<file path="src/rtl/mealy_bit_serializer_pkg.sv">
// Shared types and frame-length helpers for the Mealy bit serializer.
// MEALY_SER_PARITY_EN adds one even-parity bit to every frame.
package mealy_bit_serializer_pkg;

    typedef enum logic [0:0] {
        IDLE  = 1'b0,
        SHIFT = 1'b1
    } ser_state_e;

    localparam int DEF_DATA_W = 8;

    function automatic int frame_len(input int data_w);
`ifdef MEALY_SER_PARITY_EN
        return data_w + 1;
`else
        return data_w;
`endif
    endfunction

    localparam int FRAME_LEN = frame_len(DEF_DATA_W);
    localparam int BIT_CNT_W = $clog2(FRAME_LEN + 1);

endpackage

</file>
<file path="src/rtl/mealy_bit_period_timer.sv">
// Reloadable bit-period down-counter; o_tick marks the last cycle of a period.
// The reload value is captured on i_load and reused for every later period.
module mealy_bit_period_timer
    import mealy_bit_serializer_pkg::*;
#(
    parameter int DIV_W = 4
) (
    input  logic             clk,
    input  logic             rst_n,
    input  logic             i_load,
    input  logic             i_en,
    input  logic [DIV_W-1:0] i_reload,
    output logic             o_tick
);

    logic [DIV_W-1:0] r_reload;
    logic [DIV_W-1:0] r_count;

    // NOTE: sequential state uses non-blocking assignments so every register
    // samples pre-edge values regardless of process ordering.
    always_ff @(posedge clk) begin
        if (!rst_n) begin
            r_reload <= '0;
            r_count  <= '0;
        end else if (i_load) begin
            r_reload <= i_reload;
            r_count  <= i_reload;
        end else if (i_en) begin
            if (r_count == '0)
                r_count <= r_reload;
            else
                r_count <= r_count - 1'b1;
        end
    end

    assign o_tick = i_en && (r_count == '0);

endmodule

</file>
<file path="src/rtl/mealy_bit_serializer.sv">
// Parallel-to-serial feeder (LSB first) with a one-word holding buffer.
// Build option: MEALY_SER_PARITY_EN appends an even-parity bit per frame.
module mealy_bit_serializer
    import mealy_bit_serializer_pkg::*;
#(
    parameter int DATA_W = 8,
    parameter int DIV_W  = 4
) (
    input  logic              clk,
    input  logic              rst_n,
    input  logic [DATA_W-1:0] in_data,
    input  logic              in_valid,
    output logic              in_ready,
    input  logic [DIV_W-1:0]  div,
    output logic              bit_out,
    output logic              bit_valid,
    output logic              frame_start,
    output logic              busy
);

    localparam int FRAME_N = frame_len(DATA_W);
    localparam int CNT_W   = $clog2(FRAME_N + 1);
    localparam logic [CNT_W-1:0] LAST_BIT = CNT_W'(FRAME_N - 1);

    ser_state_e        r_state;
    ser_state_e        w_state_nxt;
    logic [DATA_W-1:0] r_shift;
    logic [DATA_W-1:0] r_pend_data;
    logic              r_pend_full;
    logic [CNT_W-1:0]  r_bit_cnt;
    logic              r_bit_valid;
    logic              r_frame_start;

    logic              w_xfer;
    logic              w_tick;
    logic              w_load;
    logic              w_from_pend;
    logic              w_advance;
    logic              w_to_pend;
    logic [DATA_W-1:0] w_load_word;
    logic              w_cur_bit;

    assign w_xfer      = in_valid & ~r_pend_full;
    assign w_load_word = w_from_pend ? r_pend_data : in_data;
    assign w_to_pend   = w_xfer & ~w_load;

    mealy_bit_period_timer #(.DIV_W(DIV_W)) u_timer (
        .clk      (clk),
        .rst_n    (rst_n),
        .i_load   (w_load),
        .i_en     (r_state == SHIFT),
        .i_reload (div),
        .o_tick   (w_tick)
    );

    always_ff @(posedge clk) begin
        if (!rst_n)
            r_state <= IDLE;
        else
            r_state <= w_state_nxt;
    end

    // NOTE: every signal driven here gets a default first, so no path
    // through the case leaves one unassigned and no latch is inferred.
    always_comb begin
        w_state_nxt = r_state;
        w_load      = 1'b0;
        w_from_pend = 1'b0;
        w_advance   = 1'b0;
        case (r_state)
            IDLE: begin
                if (w_xfer) begin
                    w_load      = 1'b1;
                    w_state_nxt = SHIFT;
                end
            end
            SHIFT: begin
                if (w_tick) begin
                    if (r_bit_cnt == LAST_BIT) begin
                        // Chain the next frame without a gap when a word is waiting.
                        if (r_pend_full) begin
                            w_load      = 1'b1;
                            w_from_pend = 1'b1;
                        end else if (w_xfer) begin
                            w_load = 1'b1;
                        end else begin
                            w_state_nxt = IDLE;
                        end
                    end else begin
                        w_advance = 1'b1;
                    end
                end
            end
            default: w_state_nxt = IDLE;
        endcase
    end

    always_ff @(posedge clk) begin
        if (!rst_n) begin
            r_shift       <= '0;
            r_bit_cnt     <= '0;
            r_pend_data   <= '0;
            r_pend_full   <= 1'b0;
            r_bit_valid   <= 1'b0;
            r_frame_start <= 1'b0;
        end else begin
            r_bit_valid   <= w_load | w_advance;
            r_frame_start <= w_load;
            if (w_load) begin
                r_shift   <= w_load_word;
                r_bit_cnt <= '0;
            end else if (w_advance) begin
                r_shift   <= r_shift >> 1;
                r_bit_cnt <= r_bit_cnt + 1'b1;
            end else if (w_state_nxt == IDLE) begin
                r_shift   <= '0;
                r_bit_cnt <= '0;
            end
            if (w_to_pend) begin
                r_pend_data <= in_data;
                r_pend_full <= 1'b1;
            end else if (w_from_pend) begin
                r_pend_full <= 1'b0;
            end
        end
    end

`ifdef MEALY_SER_PARITY_EN
    logic r_parity;

    always_ff @(posedge clk) begin
        if (!rst_n)
            r_parity <= 1'b0;
        else if (w_load)
            r_parity <= ^w_load_word;
    end

    assign w_cur_bit = (r_bit_cnt == CNT_W'(DATA_W)) ? r_parity : r_shift[0];
`else
    assign w_cur_bit = r_shift[0];
`endif

    assign in_ready    = ~r_pend_full;
    assign busy        = (r_state == SHIFT);
    assign bit_out     = busy & w_cur_bit;
    assign bit_valid   = r_bit_valid;
    assign frame_start = r_frame_start;

endmodule

</file>
<file path="config.mk">
export PLATFORM = sky130hd
export DESIGN_NAME = mealy_bit_serializer
export DESIGN_NICKNAME = d
export VERILOG_FILES = /design/src/rtl/mealy_bit_serializer_pkg.sv /design/src/rtl/mealy_bit_period_timer.sv /design/src/rtl/mealy_bit_serializer.sv
export SDC_FILE = /design/constraint.sdc
export NUM_CORES = 1
export LEC_CHECK = 0
export BUFFER_PORTS_ARGS = -buffer_cell sky130_fd_sc_hd__buf_2
export CELL_PAD_IN_SITES_DETAIL_PLACEMENT = 0
export CELL_PAD_IN_SITES_GLOBAL_PLACEMENT = 1
export CORE_MARGIN = 8
export CORE_UTILIZATION = 42
export DETAILED_ROUTE_END_ITERATION = 16
export PLACE_DENSITY = 0.82
export SKIP_LAST_GASP = 1
export SLEW_MARGIN = 20
export SYNTH_ARGS = -nofsm -noshare
export SYNTH_HDL_FRONTEND = slang
export SYNTH_SLANG_ARGS = --single-unit
export TNS_END_PERCENT = 30
</file>
<file path="constraint.sdc">
create_clock -name clk -period 2.6 [get_ports clk]
set_input_delay 0 -clock clk [delete_from_list [all_inputs] [get_ports clk]]
set_output_delay 0 -clock clk [all_outputs]
set_load 0.01 [all_outputs]
</file>
==> results of run 1 <==
critical path: stages, from the launching register on:
cell and delay [ns]:
dfxtp_1 0.35, inv_1 0.09, ha_1 0.22, or3b_1 0.63
nor3_4 0.54, mux2i_1 0.30, o21ai_1 0.07
power by group:
part	internal (mW)	switching (mW)
registers	0.528	0.0348
clock network	0.235	0.176
logic	0.115	0.158
total	0.878	0.369
cell usage in the layout (no fill, tap or decap), types with 2 or more instances in the layout:
| cell | synthesis | final |
|---|---|---|
| nor3_1 | 4 | 4 |
| a31oi_1 | 3 | 3 |
| ha_1 | 2 | 2 |
| nor2_1 | 3 | 3 |
| a21o_1 | 7 | 7 |
| dlygate4sd3_1 | 0 | 8 |
| nor2b_1 | 2 | 2 |
| o21ai_0 | 12 | 12 |
| nand2b_1 | 3 | 3 |
| nand2_1 | 19 | 19 |
| o221ai_1 | 2 | 2 |
| buf_2 | 0 | 19 |
| nand3_1 | 18 | 18 |
| o31ai_1 | 2 | 2 |
| clkbuf_8 | 0 | 7 |
| o21ai_1 | 7 | 7 |
| a21oi_1 | 19 | 19 |
| mux2i_1 | 8 | 8 |
| nand3b_1 | 2 | 2 |
| inv_1 | 6 | 6 |
| buf_4 | 0 | 5 |
| o2111ai_1 | 6 | 6 |
| a211oi_1 | 2 | 2 |
| o22ai_1 | 2 | 2 |
| and2_1 | 2 | 2 |
| dfxtp_1 | 32 | 32 |
what timing repair did:
action	in CTS	in global routing
hold buffers	8	0
setup buffers	0	0
hold endpoints to repair	9	0
layer usage:
metal | GRT usage, % | vias up
met5 | 0 | -
met3 | 3.92 | 7
met1 | 17.5 | 733
met2 | 23.0 | 41
met4 | 4.44 | 0
li1 | - | 770
cells by family after synthesis:
family	after synthesis	share of synthesized area, %
compound gates	70	28.2
simple gates	61	20.1
flops	32	39.8
buf+inv	18	4.67
mux	9	5.68
fa+ha+maj	2	1.55
worst paths after layout:
path,from,end,cells after the start
worst max-delay path,u_timer.r_count[0]$_SDFFE_PN0P_,r_shift[2]$_SDFFE_PN0P_,6
worst min-delay path,div[2],u_timer.r_reload[2]$_SDFFE_PN0P_,3
worst max register to register,u_timer.r_count[0]$_SDFFE_PN0P_,r_shift[2]$_SDFFE_PN0P_,6
worst min register to register,r_pend_data[6]$_SDFFE_PN0P_,r_pend_data[6]$_SDFFE_PN0P_,2
metrics by stage:
step	utilization (%)	setup slack, ns	instances	hold slack, ns
2_1_floorplan	-	0.736	192	0.147
3_3_place_gp	47.8	0.422	252	0.265
3_5_place_dp	47.8	0.296	252	0.270
4_1_cts	52.6	0.289	267	0.00182
5_1_grt	52.6	0.0946	267	0.0171
6_report	52.6	0.277	267	0.00749
sequential cells by signal (all words and copies together) (netlist names):
signal,cells
r_pend_data,8
busy,1
u_timer.r_count,4
r_pend_full,1
frame_start,1
u_timer.r_reload,4
r_bit_cnt,4
bit_valid,1
r_shift,8
Yosys cell counts, types with 2 or more instances:
master	number	share of area [%]
nand2b_1	3	1.2
o21ai_0	12	3.7
mux2i_1	8	5.0
clkbuf_1	10	2.3
a31oi_1	3	1.2
nor3_1	4	1.2
nand3_1	18	5.6
inv_1	6	1.4
ha_1	2	1.6
nand2_1	19	4.4
and2_1	2	0.78
o31ai_1	2	0.93
nor2_1	3	0.70
nand3b_1	2	0.93
a211oi_1	2	0.93
o22ai_1	2	0.78
a21o_1	7	3.3
nor2b_1	2	0.78
o21ai_1	7	2.2
a21oi_1	19	5.9
dfxtp_1	32	40
o221ai_1	2	1.1
o2111ai_1	6	3.3
final cells by class:
cell class,instances,area (um^2),area share [%]
Multi-Input combinational cell,142,893,46.4
Sequential cell,32,641,33.3
Timing Repair Buffer,32,213,11.0
Clock buffer,7,96.3,5.00
Tap cell,48,60.1,3.12
Inverter,6,22.5,1.17
==> flow_summary.ini, run 1 <==
[status]
run_status = finished, final reports clean

[logic_synthesis]
synth_cells = 192
syn_area_um2 = 1610
ys_warn_count = 0
synth_async_sr_flop_share_pct = 0
synth_edf_count = 0
syn_area_per_cell_um2 = 8.38
synthesis.nets = 209
yosysSeqAreaShare_pct = 39.8
synth_flop_cell = dfxtp_1
ys_types = 42
synth_seq_cells = 32

[sta]
period_needed_ns = 2.32
period_share_pct = 89.4
setup_viol = 0
rsz0062_at_grt = no
max-slew-margin-rel_pct = 49.7
tightestPinTransition_ns = 0.733
hold_viol_final = 0
setup_tns_ns = 0
fin_skew_ns = 0.00792
drv_slew = 0
fmax_mhz = 430

[global_routing]
grt_antenna_before_repair = 0
grt_usage_pct = 14.1
grt_pass1_vias = 1520
grt_first_pass_wirelength_mm = 7.09
grt_max_degree = 17
grt.overflow.total = 0

[layout]
n_fill_cell = 356
antenna_cells = 0
drive_gt1_share_pct = 17.4
nets = 236
stdcell_area_um2 = 1930
area_delta_synth_final_pct = 19.7

[critical_path]
path_max_fanout = 15
startpoint_type = flip-flop
crit_path_end_kind = flip-flop
cp.arrival_ns = 2.49
crit_type = reg -> reg
r2r_setup_slack_ns = 0.28
cp.required_ns = 2.76

[route]
drcViolationCount = 0
firstDrtPassIters = 4
wl_met2_mm = 1.95
m1WireLength_mm = 1.88
vias_per_cell = 5.81
drt-total-wl_mm = 4.17
drtIter0Drc = 80
vias = 1551
route.met3.wl_um = 278
dr.max_layer_used = met4
detail-route-antenna-nets = 0
routedWlPerCell_um = 15.6

[placed_design]
dpl.hpwl_mm = 2.89
io_buffers = 19
finalWeightedCongestion = 0.839
place_area_um2 = 1750

[die]
core_um2 = 3660
die_w_um = 77.9
start_util_pct = 44.0
io_pins = 20
die-height_um = 77.9
dieArea_um2 = 6070
rows = 22

[cts]
cts-resized-gates = 0
cts_tree = built
cts_root_buffer = clkbuf_8
cts_inserted_buffers = 5
clock_latency_ns = 0.29
htreeDepth = 2
cts_sinks = 32
clk_pin_slew_ns = 0.07
clk_path_buf_depth = 2

[power]
power_density_nw_per_um2 = 648
vdd.ir_drop.worst_mv = 0.323
leakagePower_nw = 0.724
power_mw = 1.25

[flow_run]
cap_violations = 0

[worst_hold_path]
hold_class = in -> reg
Power figures use the tool's default switching activity.
==> inputs of run 2 (changes only) <==
--- a/config.mk
+++ b/config.mk
@@ -9,9 +9,9 @@
 export CELL_PAD_IN_SITES_DETAIL_PLACEMENT = 0
 export CELL_PAD_IN_SITES_GLOBAL_PLACEMENT = 1
 export CORE_MARGIN = 8
-export CORE_UTILIZATION = 42
+export CORE_UTILIZATION = 38
 export DETAILED_ROUTE_END_ITERATION = 16
-export PLACE_DENSITY = 0.82
+export PLACE_DENSITY = 0.76
 export SKIP_LAST_GASP = 1
 export SLEW_MARGIN = 20
 export SYNTH_ARGS = -nofsm -noshare
==> run 2 against run 1 <==
Total power grew 5.8%. Clock power is 17% higher. Clock-buffer cell count shrank 2. Critical path depth unchanged. Sequential power about the same. Global-route usage shrank 1.4 points. Sequential cell count unchanged. Final cell count is 1.9% higher. Combinational power increased by 2%. Core utilization decreased by 3.9 points. Die area is 8.3% higher. Highest routed layer unchanged. Design area up 1.8%.
==> flow_summary.ini, run 2 (synthesized netlist as in run 1, its figures left out) <==
[status]
run_status = finished, final reports clean

[route]
firstDrtPassIters = 4
drcViolationCount = 0
drt-total-wl_mm = 4.04
routedWlPerCell_um = 14.8
vias_per_cell = 5.67
detail-route-antenna-nets = 0
drtIter0Drc = 133
vias = 1542

[critical_path]
cp.required_ns = 2.78
cp.arrival_ns = 2.42
r2r_cells = 6
regToRegEndpoint = r_shift[7]$_SDFFE_PN0P_
crit_path_end_kind = flip-flop
startpoint_type = flip-flop
path_buf_inv = 1
cpPeakStageDelay_ns = 0.62
r2r_setup_slack_ns = 0.36
r2r_start = u_timer.r_count[0]$_SDFFE_PN0P_
crit_type = reg -> reg
path_delay_family = simple AND/OR/NAND/NOR gates
cp_cell_sequence = inv_1 -> ha_1 -> or3b_1 -> nor3_4 -> mux2i_1 -> o21ai_1
crit_path_top_delay_cell = or3b_1
path_max_fanout = 15

[layout]
area_delta_synth_final_pct = 21.9
fin_cells = 272
nets = 238
drive_gt1_share_pct = 18.0
antenna_cells = 0
stdcell_area_um2 = 1960
layout_commonest_cell = dfxtp_1
mostFrequentLayoutCells = dfxtp_1 (32), nand2_1 (19), a21oi_1 (19), buf_2 (19), nand3_1 (18)
reg_top3 = r_pend_data (8), r_shift (8)

[placed_design]
finalWeightedCongestion = 0.820
dp_cells = 255
io_buffers = 19
place_area_um2 = 1760
dpl.hpwl_mm = 2.79
pre_cts_ws_ns = 0.362

[power]
leakagePower_nw = 0.737
power_density_nw_per_um2 = 673
vdd.ir_drop.worst_mv = 0.379

[cts]
post-cts-setup-buffers = 0
clk_pin_slew_ns = 0.08
cts_sinks = 32
clk_path_buf_depth = 2
cts_root_buffer = clkbuf_8
htreeDepth = 2
cts_inserted_buffers = 5
cts-resized-gates = 0
clock_latency_ns = 0.29
cts_tree = built

[global_routing]
grt_use_met3_pct = 3.20
use_met1_pct = 15.9
use_met2_pct = 20.4
grt_first_pass_wirelength_mm = 6.65
grt.overflow.total = 0
grt_antenna_before_repair = 0
grt_pass1_vias = 1425
grt_usage_pct = 12.7
busiest_layer = met2
grt_max_degree = 21

[sta]
setup_viol = 0
max-slew-margin-rel_pct = 54.4
tightestPinTransition_ns = 0.665
period_share_pct = 86.3
fin_skew_ns = 0.00835
hold_viol_final = 0
fmax_mhz = 446
rsz0062_at_grt = no
drv_slew = 0
fin_ws_ns = 0.357
period_needed_ns = 2.24
setup_tns_ns = 0

[die]
dieArea_um2 = 6570
start_util_pct = 39.9
die-height_um = 81.1
rows = 23
die_w_um = 81.1
core_um2 = 4030
io_pins = 20

[flow_run]
cap_violations = 0

[worst_hold_path]
hold_depth = 3
worstHoldStart = div[3]
holdPathEnd = u_timer.r_reload[3]$_SDFFE_PN0P_
hold_class = in -> reg
run 2: cell types whose count changed in the layout (fill, tap and decap cells not counted), sizes merged:
| cell | change |
|---|---|
| buf | +1 |
| bufinv | +1 |
| clkbuf | -2 |
| clkinv | +1 |
| clkinvlp | +1 |
| dlygate4sd3 | +1 |
run 2: timing repair:
item                       in CTS  in global routing
hold endpoints to repair       15                  0
setup endpoints to repair       0                  0
hold buffers                    9                  0
run 2: worst register-to-register path, stage by stage (launching register included):
cell and delay, ns:
dfxtp_1 0.36, inv_1 0.09, ha_1 0.22, or3b_1 0.62
nor3_4 0.52, mux2i_1 0.26, o21ai_1 0.07
run 2: cell type report:
type | count | area [um^2]
Fill cell | 404 | 2070
Multi-Input combinational cell | 142 | 893
Sequential cell | 32 | 641
Timing Repair Buffer | 34 | 230
Clock buffer | 5 | 68.8
Tap cell | 50 | 62.6
Clock inverter | 3 | 42.5
Inverter | 6 | 22.5
run 2: where the power goes:
group / internal, mW / total (mW) / switching (mW)
Clock: 0.283 / 0.480 / 0.197
Sequential: 0.527 / 0.562 / 0.0353
Combinational: 0.121 / 0.278 / 0.156
run 2: worst max-delay path by stage:
stage,start,slack [ns],cells after the start,endpoint
2_1_floorplan,u_timer.r_count[0]$_SDFFE_PN0P_,0.74,7,r_shift[0]$_SDFFE_PN0P_
3_3_place_gp,u_timer.r_count[0]$_SDFFE_PN0P_,0.44,6,r_shift[0]$_SDFFE_PN0P_
3_5_place_dp,u_timer.r_count[0]$_SDFFE_PN0P_,0.36,6,r_shift[4]$_SDFFE_PN0P_
4_1_cts,u_timer.r_count[0]$_SDFFE_PN0P_,0.34,6,r_shift[7]$_SDFFE_PN0P_
5_1_grt,u_timer.r_count[0]$_SDFFE_PN0P_,0.16,6,r_shift[7]$_SDFFE_PN0P_
6_report,u_timer.r_count[0]$_SDFFE_PN0P_,0.36,6,r_shift[7]$_SDFFE_PN0P_
run 2: stage by stage:
stage | util [%] | hold WS [ns] | power [mW]
finish | 48.7 | 0.00923 | 1.32
global route | 48.7 | 0.0314 | 1.38
CTS | 48.7 | 0.00523 | 1.33
global placement | 43.7 | 0.267 | 0.835
floorplan | - | 0.147 | 0.766
detailed placement | 43.7 | 0.271 | 0.839
run 2: metal layers:
metal | share of wire [%] | up-vias
li1 | - | 768
met1 | 45 | 721
met2 | 48 | 48
met3 | 5.5 | 5
met4 | 1.2 | 0
met5 | 0 | -
==> inputs of run 3 (changes only) <==
--- a/config.mk
+++ b/config.mk
@@ -5,13 +5,13 @@
 export SDC_FILE = /design/constraint.sdc
 export NUM_CORES = 1
 export LEC_CHECK = 0
-export BUFFER_PORTS_ARGS = -buffer_cell sky130_fd_sc_hd__buf_2
+export BUFFER_PORTS_ARGS = -buffer_cell sky130_fd_sc_hd__buf_4
 export CELL_PAD_IN_SITES_DETAIL_PLACEMENT = 0
 export CELL_PAD_IN_SITES_GLOBAL_PLACEMENT = 1
 export CORE_MARGIN = 8
-export CORE_UTILIZATION = 38
+export CORE_UTILIZATION = 42
 export DETAILED_ROUTE_END_ITERATION = 16
-export PLACE_DENSITY = 0.76
+export PLACE_DENSITY = 0.82
 export SKIP_LAST_GASP = 1
 export SLEW_MARGIN = 20
 export SYNTH_ARGS = -nofsm -noshare
==> run 3 against run 2 <==
Sequential power about the same. Non-clock buffer count shrank 1. Fmax down 1.8%. Sequential share of layout area is 0.33 points lower. Wire length is 0.27% higher. Global-route usage increased by 1.1 points. Worst hold slack better by 0.0056 ns. Critical path depth unchanged. Critical endpoint is now r_shift[2]$_SDFFE_PN0P_.
==> flow_summary.ini, run 3 (synthesized netlist as in run 1, its figures left out) <==
[critical_path]
r2r_start = u_timer.r_count[0]$_SDFFE_PN0P_
crit_type = reg -> reg
path_max_fanout = 15
startpoint_type = flip-flop
path_delay_family = simple AND/OR/NAND/NOR gates
cp.required_ns = 2.76
cpPeakStageDelay_ns = 0.62
setup.worst_path.start = u_timer.r_count[0]$_SDFFE_PN0P_
path_buf_inv = 1
r2r_setup_slack_ns = 0.32
r2r_cells = 6
crit_path_end_kind = flip-flop
regToRegEndpoint = r_shift[2]$_SDFFE_PN0P_
cp.arrival_ns = 2.45
crit_path_top_delay_cell = or3b_1
cp_cell_sequence = inv_1 -> ha_1 -> or3b_1 -> nor3_4 -> mux2i_1 -> o21ai_1

[power]
power_mw = 1.24
clkPwrFrac_pct = 31.9
p_sw_uw = 372
p_comb_share_pct = 22.9
power_density_nw_per_um2 = 626
leakagePower_nw = 0.737
p_sw_share_pct = 30.0
vdd.ir_drop.worst_mv = 0.381
seqPwrFrac_pct = 45.3
power.internal_uw = 867

[sta]
fmax_mhz = 438
max-slew-margin-rel_pct = 55.6
setup_tns_ns = 0
period_share_pct = 87.8
drv_slew = 0
tightestPinTransition_ns = 0.648
rsz0062_at_grt = no
setup_viol = 0
hold_viol_final = 0
period_needed_ns = 2.28
fin_skew_ns = 0.00594

[flow_run]
cap_violations = 0

[route]
detail-route-antenna-nets = 0
vias_per_cell = 5.59
drt-total-wl_mm = 4.05
drcViolationCount = 0
routedWlPerCell_um = 15.1
vias = 1505
firstDrtPassIters = 4
drtIter0Drc = 65

[cts]
clock_latency_ns = 0.28
htreeDepth = 2
cts_root_buffer = clkbuf_8
clk_pin_slew_ns = 0.07
cts_tree = built
cts-resized-gates = 0
clk_path_buf_depth = 2
cts_inserted_buffers = 5
cts_sinks = 32

[layout]
reg_top3 = r_pend_data (8), r_shift (8)
post-route-util_pct = 54.1
nets = 237
drive_gt1_share_pct = 17.2
layout_commonest_cell = dfxtp_1
n_fill_cell = 339
seq_area_um2 = 641
area_delta_synth_final_pct = 23.1
mostFrequentLayoutCells = dfxtp_1 (32), buf_4 (24), nand2_1 (19), a21oi_1 (19), nand3_1 (18)
antenna_cells = 0
multi_input_area_um2 = 893
fin_cells = 269

[die]
dieArea_um2 = 6070
core_um2 = 3660
io_pins = 20
start_util_pct = 44.0
rows = 22
die_w_um = 77.9
die-height_um = 77.9

[global_routing]
grt_first_pass_wirelength_mm = 6.84
grt_antenna_before_repair = 0
grt_pass1_vias = 1459
grt.overflow.total = 0
grt_max_degree = 17
grt_usage_pct = 13.8

[worst_hold_path]
holdPathEnd = u_timer.r_reload[2]$_SDFFE_PN0P_
hold_depth = 3
hold_class = in -> reg
worstHoldStart = div[2]

[status]
run_status = finished, final reports clean

[placed_design]
dpl.hpwl_mm = 2.83
finalWeightedCongestion = 0.873
dp_cells = 252
io_buffers = 19
run 3: tightest hold or removal path, cell delays in order:
cell	delay (ns)
buf_4	0.12
nand3_1	0.07
a21oi_1	0.06
run 3: timing repair:
item / CTS / global route
hold buffers: 9 / 0
setup endpoints to repair: 0 / 0
buffers inserted: 0 / 0
endpoints found under the hold margin: 12 / 0
run 3: layer usage:
metal	track usage [%]	vias to the layer above	part of all wire (%)
li1	-	770	-
met1	17.1	699	46
met2	22.2	30	47
met3	4.03	6	5.2
met4	4.63	0	1.2
met5	0	-	0
run 3: cell type report:
| class | count | share of cell area (%) |
|---|---|---|
| inverters | 6 | 1.14 |
| repair buffers | 33 | 13.6 |
| clock inverters | 1 | 0.379 |
| clock buffers | 7 | 4.36 |
| flip-flops and latches | 32 | 32.3 |
| well taps | 48 | 3.03 |
| multi-input cells | 142 | 45.1 |
run 3: power groups by stage:
stage / logic [mW] / registers [mW] / clock network [mW]
floorplan: 0.207 / 0.559 / 0
global placement: 0.267 / 0.570 / 0
detailed placement: 0.273 / 0.571 / 0
CTS: 0.285 / 0.560 / 0.407
global route: 0.316 / 0.565 / 0.426
finish: 0.284 / 0.561 / 0.395
run 3: worst max-delay path by stage:
stage | depth (start not counted) | endpoint | slack, ns
4_1_cts | 6 | r_shift[2]$_SDFFE_PN0P_ | 0.32
3_3_place_gp | 6 | r_shift[0]$_SDFFE_PN0P_ | 0.43
6_report | 6 | r_shift[2]$_SDFFE_PN0P_ | 0.32
3_5_place_dp | 6 | r_shift[7]$_SDFFE_PN0P_ | 0.32
2_1_floorplan | 7 | r_shift[0]$_SDFFE_PN0P_ | 0.74
5_1_grt | 6 | r_shift[3]$_SDFFE_PN0P_ | 0.16
run 3: through the flow:
stage	hold WS, ns	worst slack (ns)	cell area, um^2
floorplan	0.147	0.736	1610
global placement	0.271	0.430	1800
detailed placement	0.278	0.320	1800
CTS	0.00205	0.316	1980
global route	0.0148	0.162	1980
finish	0.0149	0.316	1980
